<file path="config.mk">
export PLATFORM = sky130hd
export DESIGN_NAME = hardisc_mtimer
export DESIGN_NICKNAME = d
export VERILOG_FILES = /design/src/rtl/p_hardisc.sv /design/src/rtl/mtimer_counter.sv /design/src/rtl/hardisc_mtimer.sv
export SDC_FILE = /design/constraint.sdc
export NUM_CORES = 1
export LEC_CHECK = 0
export ABC_AREA = 0
export BUFFER_PORTS_ARGS = -buffer_cell sky130_fd_sc_hd__buf_2
export CORE_MARGIN = 8
export CORE_UTILIZATION = 48
export DETAILED_ROUTE_END_ITERATION = 7
export PLACE_DENSITY = 0.68
export SYNTH_ARGS = -nofsm -noshare
export SYNTH_HDL_FRONTEND = slang
export SYNTH_SLANG_ARGS = --single-unit
</file>
<file path="constraint.sdc">
create_clock -name s_clk_i -period 8.25 [get_ports s_clk_i]
set_input_delay 2.475 -clock s_clk_i [delete_from_list [all_inputs] [get_ports s_clk_i]]
set_output_delay 2.475 -clock s_clk_i [all_outputs]
set_load 0.02 [all_outputs]
</file>
<file path="src/rtl/p_hardisc.sv">
// Shared definitions for the machine timer: register offsets, CTRL field
// positions and the AHB response state encoding.
package p_hardisc;

    localparam logic [4:0] ADDR_MTIME_LO      = 5'h00;
    localparam logic [4:0] ADDR_MTIME_HI      = 5'h04;
    localparam logic [4:0] ADDR_MTIMECMP_LO   = 5'h08;
    localparam logic [4:0] ADDR_MTIMECMP_HI   = 5'h0C;
    localparam logic [4:0] ADDR_CTRL          = 5'h10;
    localparam logic [4:0] ADDR_MTIME_HI_SNAP = 5'h14;

    localparam int unsigned CTRL_EN_BIT  = 0;
    localparam int unsigned CTRL_DIV_LSB = 8;

    typedef enum logic [1:0] {
        RESP_OKAY = 2'd0,
        RESP_ERR1 = 2'd1,
        RESP_ERR2 = 2'd2
    } resp_state_e;

endpackage

</file>
<file path="src/rtl/mtimer_counter.sv">
// Prescaler and 64-bit mtime counter. A bus write to either half overrides
// the tick increment in the same cycle.
module mtimer_counter #(
    parameter int unsigned PRESC_W = 8
) (
    input  logic               i_clk,
    input  logic               i_reset,
    input  logic               i_en,
    input  logic [PRESC_W-1:0] i_div,
    input  logic               i_presc_clr,
    input  logic               i_wr_lo,
    input  logic               i_wr_hi,
    input  logic [31:0]        i_wdata,
    output logic [63:0]        o_mtime
);

    logic [PRESC_W-1:0] r_presc;
    logic [63:0]        r_mtime;
    logic               w_tick;

    assign w_tick  = i_en && (r_presc == i_div);
    assign o_mtime = r_mtime;

    // Prescaler: counts while enabled, wraps to 0 on a tick or CTRL write.
    always_ff @(posedge i_clk) begin
        if (i_reset || !i_en || i_presc_clr || w_tick) begin
            r_presc <= '0;
        end else begin
            r_presc <= r_presc + PRESC_W'(1);
        end
    end

    // mtime: bus write wins over the tick increment.
    always_ff @(posedge i_clk) begin
        if (i_reset) begin
            r_mtime <= '0;
        end else if (i_wr_lo) begin
            r_mtime[31:0] <= i_wdata;
        end else if (i_wr_hi) begin
            r_mtime[63:32] <= i_wdata;
        end else if (w_tick) begin
            r_mtime <= r_mtime + 64'd1;
        end
    end

endmodule

</file>
<file path="src/rtl/hardisc_mtimer.sv">
// RISC-V machine timer with an AHB-Lite slave register window.
module hardisc_mtimer
    import p_hardisc::*;
#(
    parameter int unsigned PRESC_W   = 8,
    parameter logic [31:0] BASE_ADDR = 32'h0000_0000
) (
    input  logic        s_clk_i,
    input  logic        s_reset_i,
    input  logic        s_hsel_i,
    input  logic [31:0] s_haddr_i,
    input  logic [1:0]  s_htrans_i,
    input  logic        s_hwrite_i,
    input  logic [2:0]  s_hsize_i,
    input  logic        s_hready_i,
    input  logic [31:0] s_hwdata_i,
    output logic [31:0] s_hrdata_o,
    output logic        s_hreadyout_o,
    output logic        s_hresp_o,
    output logic        s_int_mtip_o
);

    resp_state_e r_state, w_state_next;

    logic [4:0]         w_off;
    logic               w_accept, w_valid, w_bad;
    logic               r_dp_wr, r_dp_rd;
    logic [4:0]         r_dp_off;
    logic [63:0]        r_mtimecmp;
    logic               r_en;
    logic [PRESC_W-1:0] r_div;
    logic [31:0]        r_snap;
    logic               r_mtip;
    logic [63:0]        w_mtime;
    logic [31:0]        w_ctrl;
    logic               w_wr_lo, w_wr_hi, w_wr_cmplo, w_wr_cmphi, w_wr_ctrl, w_rd_lo;
    logic               w_unused;

    // Only the low five address bits select a register.
    assign w_unused = ^{s_haddr_i[31:5], s_htrans_i[0], BASE_ADDR};

    assign w_off    = s_haddr_i[4:0];
    assign w_accept = s_hsel_i && s_hready_i && s_htrans_i[1];
    assign w_valid  = (s_hsize_i == 3'b010) && (w_off[1:0] == 2'b00) &&
                      (w_off <= ADDR_MTIME_HI_SNAP) &&
                      !(s_hwrite_i && (w_off == ADDR_MTIME_HI_SNAP));
    assign w_bad    = w_accept && !w_valid;

    // Address phase register; invalid transfers never reach the data phase.
    always_ff @(posedge s_clk_i) begin
        if (s_reset_i) begin
            r_dp_wr  <= 1'b0;
            r_dp_rd  <= 1'b0;
            r_dp_off <= '0;
        end else if (s_hready_i) begin
            r_dp_wr  <= w_accept && w_valid && s_hwrite_i;
            r_dp_rd  <= w_accept && w_valid && !s_hwrite_i;
            r_dp_off <= w_off;
        end
    end

    assign w_wr_lo    = r_dp_wr && (r_dp_off == ADDR_MTIME_LO);
    assign w_wr_hi    = r_dp_wr && (r_dp_off == ADDR_MTIME_HI);
    assign w_wr_cmplo = r_dp_wr && (r_dp_off == ADDR_MTIMECMP_LO);
    assign w_wr_cmphi = r_dp_wr && (r_dp_off == ADDR_MTIMECMP_HI);
    assign w_wr_ctrl  = r_dp_wr && (r_dp_off == ADDR_CTRL);
    assign w_rd_lo    = r_dp_rd && (r_dp_off == ADDR_MTIME_LO);

    mtimer_counter #(
        .PRESC_W (PRESC_W)
    ) u_counter (
        .i_clk       (s_clk_i),
        .i_reset     (s_reset_i),
        .i_en        (r_en),
        .i_div       (r_div),
        .i_presc_clr (w_wr_ctrl),
        .i_wr_lo     (w_wr_lo),
        .i_wr_hi     (w_wr_hi),
        .i_wdata     (s_hwdata_i),
        .o_mtime     (w_mtime)
    );

    // Compare register halves.
    always_ff @(posedge s_clk_i) begin
        if (s_reset_i) begin
            r_mtimecmp <= '1;
        end else if (w_wr_cmplo) begin
            r_mtimecmp[31:0] <= s_hwdata_i;
        end else if (w_wr_cmphi) begin
            r_mtimecmp[63:32] <= s_hwdata_i;
        end
    end

    // CTRL register: enable and prescaler divider.
    always_ff @(posedge s_clk_i) begin
        if (s_reset_i) begin
            r_en  <= 1'b0;
            r_div <= '0;
        end else if (w_wr_ctrl) begin
            r_en  <= s_hwdata_i[CTRL_EN_BIT];
            r_div <= s_hwdata_i[CTRL_DIV_LSB +: PRESC_W];
        end
    end

    // Snapshot HI on every MTIME_LO read for a coherent 64-bit read pair.
    always_ff @(posedge s_clk_i) begin
        if (s_reset_i) begin
            r_snap <= '0;
        end else if (w_rd_lo) begin
            r_snap <= w_mtime[63:32];
        end
    end

    // Registered interrupt compare.
    always_ff @(posedge s_clk_i) begin
        if (s_reset_i) begin
            r_mtip <= 1'b0;
        end else begin
            r_mtip <= r_en && (w_mtime >= r_mtimecmp);
        end
    end

    assign s_int_mtip_o = r_mtip;

    // Read data mux, zero outside a valid read data phase.
    always_comb begin
        w_ctrl = '0;
        w_ctrl[CTRL_EN_BIT] = r_en;
        w_ctrl[CTRL_DIV_LSB +: PRESC_W] = r_div;
        s_hrdata_o = '0;
        if (r_dp_rd) begin
            case (r_dp_off)
                ADDR_MTIME_LO:      s_hrdata_o = w_mtime[31:0];
                ADDR_MTIME_HI:      s_hrdata_o = w_mtime[63:32];
                ADDR_MTIMECMP_LO:   s_hrdata_o = r_mtimecmp[31:0];
                ADDR_MTIMECMP_HI:   s_hrdata_o = r_mtimecmp[63:32];
                ADDR_CTRL:          s_hrdata_o = w_ctrl;
                ADDR_MTIME_HI_SNAP: s_hrdata_o = r_snap;
                default:            s_hrdata_o = '0;
            endcase
        end
    end

    // Response FSM state register.
    always_ff @(posedge s_clk_i) begin
        if (s_reset_i) begin
            r_state <= RESP_OKAY;
        end else begin
            r_state <= w_state_next;
        end
    end

    // Response FSM next state and AHB response outputs.
    always_comb begin
        w_state_next  = r_state;
        s_hreadyout_o = 1'b1;
        s_hresp_o     = 1'b0;
        case (r_state)
            RESP_OKAY: begin
                if (w_bad) w_state_next = RESP_ERR1;
            end
            RESP_ERR1: begin
                s_hreadyout_o = 1'b0;
                s_hresp_o     = 1'b1;
                w_state_next  = RESP_ERR2;
            end
            RESP_ERR2: begin
                s_hresp_o    = 1'b1;
                w_state_next = w_bad ? RESP_ERR1 : RESP_OKAY;
            end
            default: w_state_next = RESP_OKAY;
        endcase
    end

endmodule

</file>
=== Word level (Yosys, flattened, before mapping) ===
Index checks and enable logic that the tools add are counted.

* Flip-flop bits (word level): 187
* Input bits: 74

* Add/subtract/negate cells: 2
* $lt $le $gt $ge: 2
* Equality and inequality tests: 12
* Muxes and demuxes: 11
* Bitwise operators: 2
* Reductions and logical operators: 34

{| class="wikitable"
|+ Operators with widths
! kind !! number
|-
| case mux 32 bit (6 select lines) || 1
|-
| two-way mux 32 bit || 4
|-
| adder 64 x 1 -> 64 bit, second input constant || 1
|-
| >= comparator 64 bit || 1
|-
| two-way mux 64 bit || 1
|-
| logical AND 1 bit || 18
|-
| == test 5 bit, second input constant || 3
|-
| == test 5 x 4 -> 1 bit, second input constant || 2
|-
| adder 8 x 1 -> 8 bit, second input constant || 1
|-
| == test 8 bit || 1
|-
| case mux 2 bit (3 select lines) || 1
|-
| AND reduction 2 bit || 3
|-
| == test 5 x 3 -> 1 bit, second input constant || 1
|-
| <= comparator 5 bit, second input constant || 1
|-
| logical NOT 5 bit || 1
|-
| logical NOT 1 bit || 4
|-
| logical NOT 2 bit || 2
|-
| nonzero test 2 bit || 2
|-
| == test 3 x 2 -> 1 bit, second input constant || 1
|-
| logical OR 1 bit || 3
|-
| two-way mux 1 bit || 3
|-
| == test 2 x 1 -> 1 bit, second input constant || 1
|-
| == test 2 bit, second input constant || 1
|-
| two-way mux 2 bit || 1
|-
| other kinds (4) || 5
|}

=== Logic depth before layout (Yosys ltp) ===
Gate-level depths: netlist of run 1.

* Word-level depth: 8
* Depth in mapped cells: 10
* Mapped depth without buffers: 8

=== Hierarchy ===
Synthesis of run 1 repeated with hierarchy kept, for this count alone.

* Cell total of the unflattened synthesis: 1,410
* Area, all modules: 11,157.0 µm²

{| class="wikitable"
|+ Modules (own cells, without submodules)
! module !! instances !! cells an instance !! area each (µm²) !! sequential area each (µm²)
|-
| hardisc_mtimer || 1 || 814 || 6,653.9 || 2,302.2
|-
| mtimer_counter || 1 || 596 || 4,503.1 || 1,441.4
|}

=== Least setup slack after synthesis of run 1 ===
Ideal clock, no wire load.

* Path type: reg-to-output
* Start: reg r_dp_off[4]
* End: out s_hrdata_o[22]
* Arrival: 2.176 ns
* Path slack: 3.599 ns
* Stages on the path, launching flop included: 8
* Path through: dfxtp_1 > nor4_1 > buf_2 > clkbuf_1 > clkbuf_1 > a22oi_1 > or2_2 > a21oi_1

* Word-level cells in the longest chain between the ends: 3

{| class="wikitable"
|+ RTL lines
! item !! line !! text
|-
| start: declaration || hardisc_mtimer.sv:28 || <nowiki>logic [4:0] r_dp_off;</nowiki>
|-
| start signal: assignment || hardisc_mtimer.sv:58 || <nowiki>r_dp_off <= w_off;</nowiki>
|-
| == test 5 bit, or another cell as far along || hardisc_mtimer.sv:132 || <nowiki>case (r_dp_off)</nowiki>
|-
| case mux 32 bit (6 select lines) (*) || hardisc_mtimer.sv:132 ||
|-
| two-way mux 32 bit (*) || hardisc_mtimer.sv:131 || <nowiki>if (r_dp_rd) begin</nowiki>
|-
| end: declaration || hardisc_mtimer.sv:17 || <nowiki>output logic [31:0] s_hrdata_o,</nowiki>
|}

Mark *: on every way between the ends. The rest lies on a longest branch, timed or not.

=== Final worst setup path of run 1 ===
* Start: reg r_dp_off[4]
* End: out s_hrdata_o[21]

Same word-level chain as after synthesis.

==> summary.md, run 1 <==
| Metric | Value |
|---|---|
| Worst slew margin | `0.2159` |
| P_sw | `approximately 0.50 mW` |
| Sequential share of power | `0.497` |
| # rows | `56` |
| Hold WS | `around 0.46 ns` |
| Initial core utilization | `0.4823` |
| GP Congestion | `~0.89` |
| Skew-Pair Late Insertion Delay | `0.45 ns` |
| Placed Area | `between 10000 and 15000 sq um` |
| Max-Cap Viols | `0` |
| EDFF count, synth | `0` |
| Post-route clock period utilization | `0.7147` |
| Critical path required time | `around 5.8 ns` |
| Slew @ Worst Pin | `about 1.2 ns` |
| TNS Setup | `0 ns` |
| Final WS setup | `2.354 ns` |
| Worst path arrival time | `3.42 ns` |
| Top Layer Used | `met4` |
| Area of the multi-input gates | `~6700 sq um` |
| Pin count of the biggest net entering global routing | `89` |
| Dpl cells | `~1700` |
| Post-CTS Setup Inserts | `0` |
| Commonest cells after routing, fill and taps aside | `nand2_1, dfxtp_1, a21oi_1` |
| Storage element area | `3744 sq um` |
| Reg2reg start | `r_dp_off[4]$_SDFFE_PP0P_` |
| FF-to-FF End | `u_counter.o_mtime[27]$_SDFFE_PP0P_` |
| Diodes inserted | `0` |
| Total CTS buffers | `17` |
| Synth Warn # | `0` |
| CTS tree | `done` |
| Crit. End Element | `primary output` |
| Crit path kind | `reg2out` |
| Initial antenna violation count | `0` |
| Avg Inst Size Synth | `about 8 sq um` |
| Design area | `12230 sq um` |
| Seq cells post-synth | `~190` |
| Core ar. | `about 23000 sq um` |
| GRT Residual Overflow | `0` |
| Final hold vios | `0` |
| Clk sinks | `around 190` |
| Port bufs | `80` |
| Worst slack, placed | `2.857 ns` |
| Routed WL per cell | `approximately 21 um` |
| Drt pass-1 iters | `7` |
| Global-route wire length before repair | `around 57 mm` |
| Ranking of synthesized cells by area | `dfxtp_1, ha_1, nand2_1, a21oi_1, o211ai_1` |
| Worst VDD drop | `roughly 0.00013 V` |
| Routed length on met3 | `~3.7 mm` |
| Die H | `approximately 170 um` |
| H-Tree Depth | `4` |
| Hold crit path type | `reg2reg` |
| Drt drc | `0` |
| Share of layout cells above drive strength 1 | `0.1169` |
| CTS root buf | `clkbuf_16` |
| DR vias | `between 10000 and 15000` |
| Fin cells | `1765` |
| Setup Viol. Count Final | `0` |
| Leakage | `around 4.9 nW` |
| Antenna-violating nets left | `0` |
| Yosys top cell by area | `dfxtp_1` |
| Worst r2r path cells | `7` |
| Seq/Total Area, Yosys | `0.3347` |
| Fin crit period | `5.896 ns` |
| Top-area cell type share of the netlist area | `0.3347` |
| Cts repair resizes | `0` |
| Met2 wire length | `16.10 mm` |
| Area Overhead vs Synth | `9.308%` |
| Crit path to | `s_hrdata_o[21]` |
| Synth Flop Type | `dfxtp_1` |
| Share of flip-flops with an asynchronous set or reset | `0` |
| Final net count | `~1600` |
| Synth cell types | `73` |
| Syn Nets | `1572` |
| Flop2flop setup slack | `~4.1 ns` |
| Layout fillers | `between 2000 and 2500` |
| Vias in the first global route | `around 10000` |
| Wire length on met1 | `15.96 mm` |
| DPL Wire Length | `about 25 mm` |
| Clock buffer depth | `2` |
| Worst Skew | `0.01381 ns` |
| Clock slew at reported path FFs | `around 0.070 ns` |
| Overall routing resource usage | `0.2529` |
| Most common cell after layout, fill and taps aside | `nand2_1` |
| Vias per cell | `approximately 6.3` |
| RSZ-0062 raised after global routing | `false` |
| Mapped cell area | `between 10000 and 15000 sq um` |
| Cts hold-fix bufs | `0` |
| Combinational Power Share | `0.064` |
| Total die area | `between 20000 and 30000 sq um` |
| Pwr Density | `between 150 and 200 nW/um^2` |
| Critical path startpoint | `r_dp_off[4]$_SDFFE_PP0P_` |
| Startpoint Class | `register` |
| Die X | `approximately 170 um` |
| Slew Viols, Final | `0` |
| Cell internal pwr | `approximately 1.3 mW` |
| Maximum clock rate | `roughly 170 MHz` |
| Final WL | `36.70 mm` |
| Crit-path max FO | `47` |
| Sw frac | `0.2722` |
| Post-Synthesis Cells | `1427` |
| Status | `finished, final reports clean` |
| Clk network pwr share | `0.439` |
| IO Count | `109` |
| Initial DRC count | `~1300` |
-- state kept, by name (all words and copies together), names as in the netlist --
register	flops
r_div	8
r_dp_off	5
r_dp_rd	1
r_dp_wr	1
r_en	1
r_mtimecmp	64
r_snap	32
r_state	2
s_int_mtip_o	1
u_counter.o_mtime	64
u_counter.r_presc	8
-- cells by family after synthesis --
group | count (synthesis) | synth area share
AO/OA/AOI/OAI | 403 | 0.2481
flip-flops | 187 | 0.3347
multiplexers | 17 | 0.01533
AND/OR/NAND/NOR | 530 | 0.2313
adder cells (fa/ha/maj) | 71 | 0.07943
XOR/XNOR | 30 | 0.02349
buffers and inverters | 189 | 0.06757
-- how the worst min path moves through the flow --
| stage | start | to | slack (ns) | cells past startpoint |
|---|---|---|---|---|
| after floorplan | r_snap[16]$_SDFFE_PP0P_ | r_snap[16]$_SDFFE_PP0P_ | 0.44 | 2 |
| after global placement | r_snap[14]$_SDFFE_PP0P_ | r_snap[14]$_SDFFE_PP0P_ | 0.44 | 2 |
| after detailed placement | r_snap[11]$_SDFFE_PP0P_ | r_snap[11]$_SDFFE_PP0P_ | 0.45 | 2 |
| after CTS | r_snap[11]$_SDFFE_PP0P_ | r_snap[11]$_SDFFE_PP0P_ | 0.46 | 2 |
| after global routing | r_snap[19]$_SDFFE_PP0P_ | r_snap[19]$_SDFFE_PP0P_ | 0.48 | 2 |
| final | r_snap[0]$_SDFFE_PP0P_ | r_snap[0]$_SDFFE_PP0P_ | 0.46 | 2 |
-- area by class of cell --
type,instances,share of cell area
multi-input cells,1051,0.5492
flip-flops and latches,187,0.3062
repair buffers,92,0.04032
clock buffers,17,0.03480
well taps,319,0.03265
inverters,84,0.02579
clock inverters,15,0.01105
-- layer usage --
layer / GRT usage / vias up
met3: 0.06639 / 63
met5: 0 / -
li1: - / 5259
met4: 0.09550 / 0
met1: 0.3402 / 5248
met2: 0.3820 / 508
-- metrics by stage --
stage,total power [mW],utilization
after global placement,1.047,0.5030
after detailed placement,1.048,0.5030
after global routing,1.884,0.5271
after floorplan,0.9929,-
after CTS,1.840,0.5271
final,1.836,0.5271
-- worst max-delay path: stages (launching register included) --
cell and delay (ns):
dfxtp_1 0.38, nor4_2 0.27, buf_4 0.53, and2_1 0.95
a222oi_1 0.40, a21oi_1 0.21, buf_2 0.20
-- synth_stat cells (all sizes together) (14+ instances only) --
cell,n
nor4,23
clkbuf,91
or2,23
dfxtp,187
and3,14
nor3,15
a21oi,108
nand4,37
inv,84
a211oi,30
mux2i,16
ha,71
a221oi,26
o21ai,44
nand3,41
o211ai,69
a311oi,20
nand2,217
a222oi,17
nor2,97
a22oi,41
xor2,21
-- power groups by stage --
| stage | clock network [mW] | registers (mW) | logic (mW) |
|---|---|---|---|
| global route | 0.847 | 0.913 | 0.124 |
| floorplan | 0 | 0.931 | 0.0617 |
| detailed placement | 0 | 0.934 | 0.114 |
| finish | 0.806 | 0.913 | 0.117 |
| global placement | 0 | 0.933 | 0.114 |
| CTS | 0.813 | 0.912 | 0.115 |
No activity file was read; power rests on OpenSTA's default activity.
==> run 2, diff against run 1 <==
Clock period 8.25 ns to 6.03 ns, I/O delays scaled along.
==> run 2 against run 1 <==
Net effect:
- die area unchanged
- flip-flop and latch count unchanged
- setup slack worse by 1.2 ns
- critical path type unchanged
- count of clock-buffer cells in the layout unchanged
==> summary.md, run 2 (same netlist as run 1, synthesis figures left out) <==
| Metric | Value |
|---|---|
| Drt drc | `0 (unchanged)` |
| Port bufs | `80 (unchanged)` |
| Crit-path max FO | `35 (-26%)` |
| Die H | `168.6 um (unchanged)` |
| CTS root buf | `clkbuf_16` |
| Initial antenna violation count | `1 (+1)` |
| Status | `finished, final reports clean` |
| Initial core utilization | `0.4823 (unchanged)` |
| GRT Residual Overflow | `0 (unchanged)` |
| Hold WS | `0.4564 ns (-0.002054 ns)` |
| # rows | `56 (unchanged)` |
| Pin count of the biggest net entering global routing | `86 (-3.4%)` |
| DR vias | `11200 (+1.1%)` |
| Cts hold-fix bufs | `0 (unchanged)` |
| Antenna-violating nets left | `0 (unchanged)` |
| Pwr Density | `209.7 nW/um^2 (+40%)` |
| Reg2reg start | `r_dp_off[4]$_SDFFE_PP0P_` |
| Critical path required time | `4.22 ns (-1.56 ns)` |
| Commonest cells after routing, fill and taps aside | `nand2_1, dfxtp_1, a21oi_1` |
| Drt pass-1 iters | `6 (-1)` |
| FF-to-FF End | `u_counter.o_mtime[24]$_SDFFE_PP0P_` |
| Flop2flop setup slack | `2.45 ns (-1.69 ns)` |
| Clock slew at reported path FFs | `0.08 ns (about the same)` |
| Sw frac | `0.2704 (-0.001760)` |
| Sequential share of power | `0.485 (-0.012)` |
| Worst Skew | `0.01472 ns (+0.0009119 ns)` |
| Diodes inserted | `0 (unchanged)` |
| Setup Viol. Count Final | `0 (unchanged)` |
| Overall routing resource usage | `0.2543 (+0.001428)` |
| Core ar. | `23190 sq um (unchanged)` |
| Most common cell after layout, fill and taps aside | `nand2_1` |
| Area Overhead vs Synth | `9.867%` |
| H-Tree Depth | `4 (unchanged)` |
| Placed Area | `11690 sq um (+0.17%)` |
| TNS Setup | `0 ns (unchanged)` |
| Final net count | `1579 (+0.063%)` |
| Slew @ Worst Pin | `1.176 ns (-0.00002441 ns)` |
| Leakage | `4.946 nW (+0.77%)` |
| P_sw | `0.6966 mW (+39%)` |
| Vias per cell | `6.340 (+1.0%)` |
| Final WL | `36.72 mm (about the same)` |
| Clk sinks | `187 (unchanged)` |
| Worst slew margin | `0.2159 (about the same)` |
| Final hold vios | `0 (unchanged)` |
| IO Count | `109 (unchanged)` |
| Max-Cap Viols | `0 (unchanged)` |
| Worst r2r path cells | `6 (-1)` |
| Cell internal pwr | `1.880 mW (+41%)` |
| Worst VDD drop | `0.0001751 V (+40%)` |
| Fin crit period | `about 4.9 ns` |
| Total die area | `28440 sq um (unchanged)` |
| Post-CTS Setup Inserts | `0 (unchanged)` |
| Clock buffer depth | `2 (unchanged)` |
| GP Congestion | `0.8649 (-2.7%)` |
| DPL Wire Length | `25.63 mm (+0.67%)` |
| WHS Path Cells | `2 (unchanged)` |
| Routed WL per cell | `20.79 um (about the same)` |
| Die X | `168.6 um (unchanged)` |
| Skew-Pair Late Insertion Delay | `0.46 ns (about the same)` |
| Clk network pwr share | `0.453 (+0.014)` |
| Hold crit path type | `reg2reg` |
| Maximum clock rate | `205.8 MHz` |
| Share of layout cells above drive strength 1 | `0.1175 (+0.0006103)` |
| Crit. End Element | `primary output` |
| Worst path arrival time | `3.05 ns (-0.37 ns)` |
| Design area | `12290 sq um (+0.51%)` |
| Slew Viols, Final | `0 (unchanged)` |
| Post-route clock period utilization | `0.8060` |
| Global-route wire length before repair | `57.63 mm (+0.66%)` |
| Total CTS buffers | `17 (unchanged)` |
| RSZ-0062 raised after global routing | `false` |
| Initial DRC count | `1337 (+0.22%)` |
| Hold endpoint | `r_snap[21]$_SDFFE_PP0P_` |
| Cts repair resizes | `0 (unchanged)` |
| Startpoint Class | `register` |
| Crit path kind | `reg2out` |
| CTS tree | `done` |
| HP Start | `r_snap[21]$_SDFFE_PP0P_` |
| Vias in the first global route | `10340 (+1.4%)` |
| Combinational Power Share | `0.062 (-0.002)` |
==> run 2: worst max path at each step <==
stage / startpoint / slack (ns) / to / cells after the start
after detailed placement: r_dp_off[4]$_SDFFE_PP0P_ / 1.74 / s_hrdata_o[21] / 7
after CTS: r_dp_off[3]$_SDFFE_PP0P_ / 1.24 / s_hrdata_o[28] / 7
final: r_dp_off[3]$_SDFFE_PP0P_ / 1.17 / s_hrdata_o[21] / 7
after global placement: r_dp_off[4]$_SDFFE_PP0P_ / 1.74 / s_hrdata_o[21] / 7
after floorplan: r_dp_off[4]$_SDFFE_PP0P_ / 2.05 / s_hrdata_o[22] / 7
after global routing: r_dp_off[4]$_SDFFE_PP0P_ / 1.07 / s_hrdata_o[23] / 6
==> run 2: layout make-up <==
type	count	area [sq um]
clock buffer	17	425.4
clock inverter	15	177.7
fill	2211	10900
inverter	84	315.3
multi-input combinational	1051	6714
sequential	187	3744
tap	319	399.1
timing repair buffer	93	513.0
==> run 2: critical path, stage by stage (launching register included) <==
cell      delay, ns
dfxtp_1        0.44
nor4b_4        0.23
buf_4          0.42
and2_1         0.45
buf_4          0.38
a222oi_1       0.22
a21oi_1        0.21
buf_2          0.20
==> run 2: metal layers <==
layer,global-route usage,part of all wire,up-vias
met1,0.3472,0.44,5330
met5,0,0,-
met3,0.05451,0.090,69
met2,0.3954,0.45,530
li1,-,-,5268
met4,0.07764,0.023,0
==> run 2: per-stage QoR <==
step / power (mW) / worst slack, ns / util / std cells
after floorplan: 1.358 / 2.045 / - / 1427
after global placement: 1.434 / 1.735 / 0.5038 / 1734
after detailed placement: 1.433 / 1.737 / 0.5038 / 1734
after CTS: 2.577 / 1.240 / 0.5298 / 1766
after global routing: 2.642 / 1.067 / 0.5298 / 1766
final: 2.576 / 1.170 / 0.5298 / 1766
==> run 2: power by group through the flow <==
stage	logic (mW)	clock network, mW	registers (mW)
after floorplan	0.0844	0	1.27
after global placement	0.157	0	1.28
after detailed placement	0.156	0	1.28
after CTS	0.156	1.17	1.25
after global routing	0.169	1.22	1.25
final	0.161	1.17	1.25
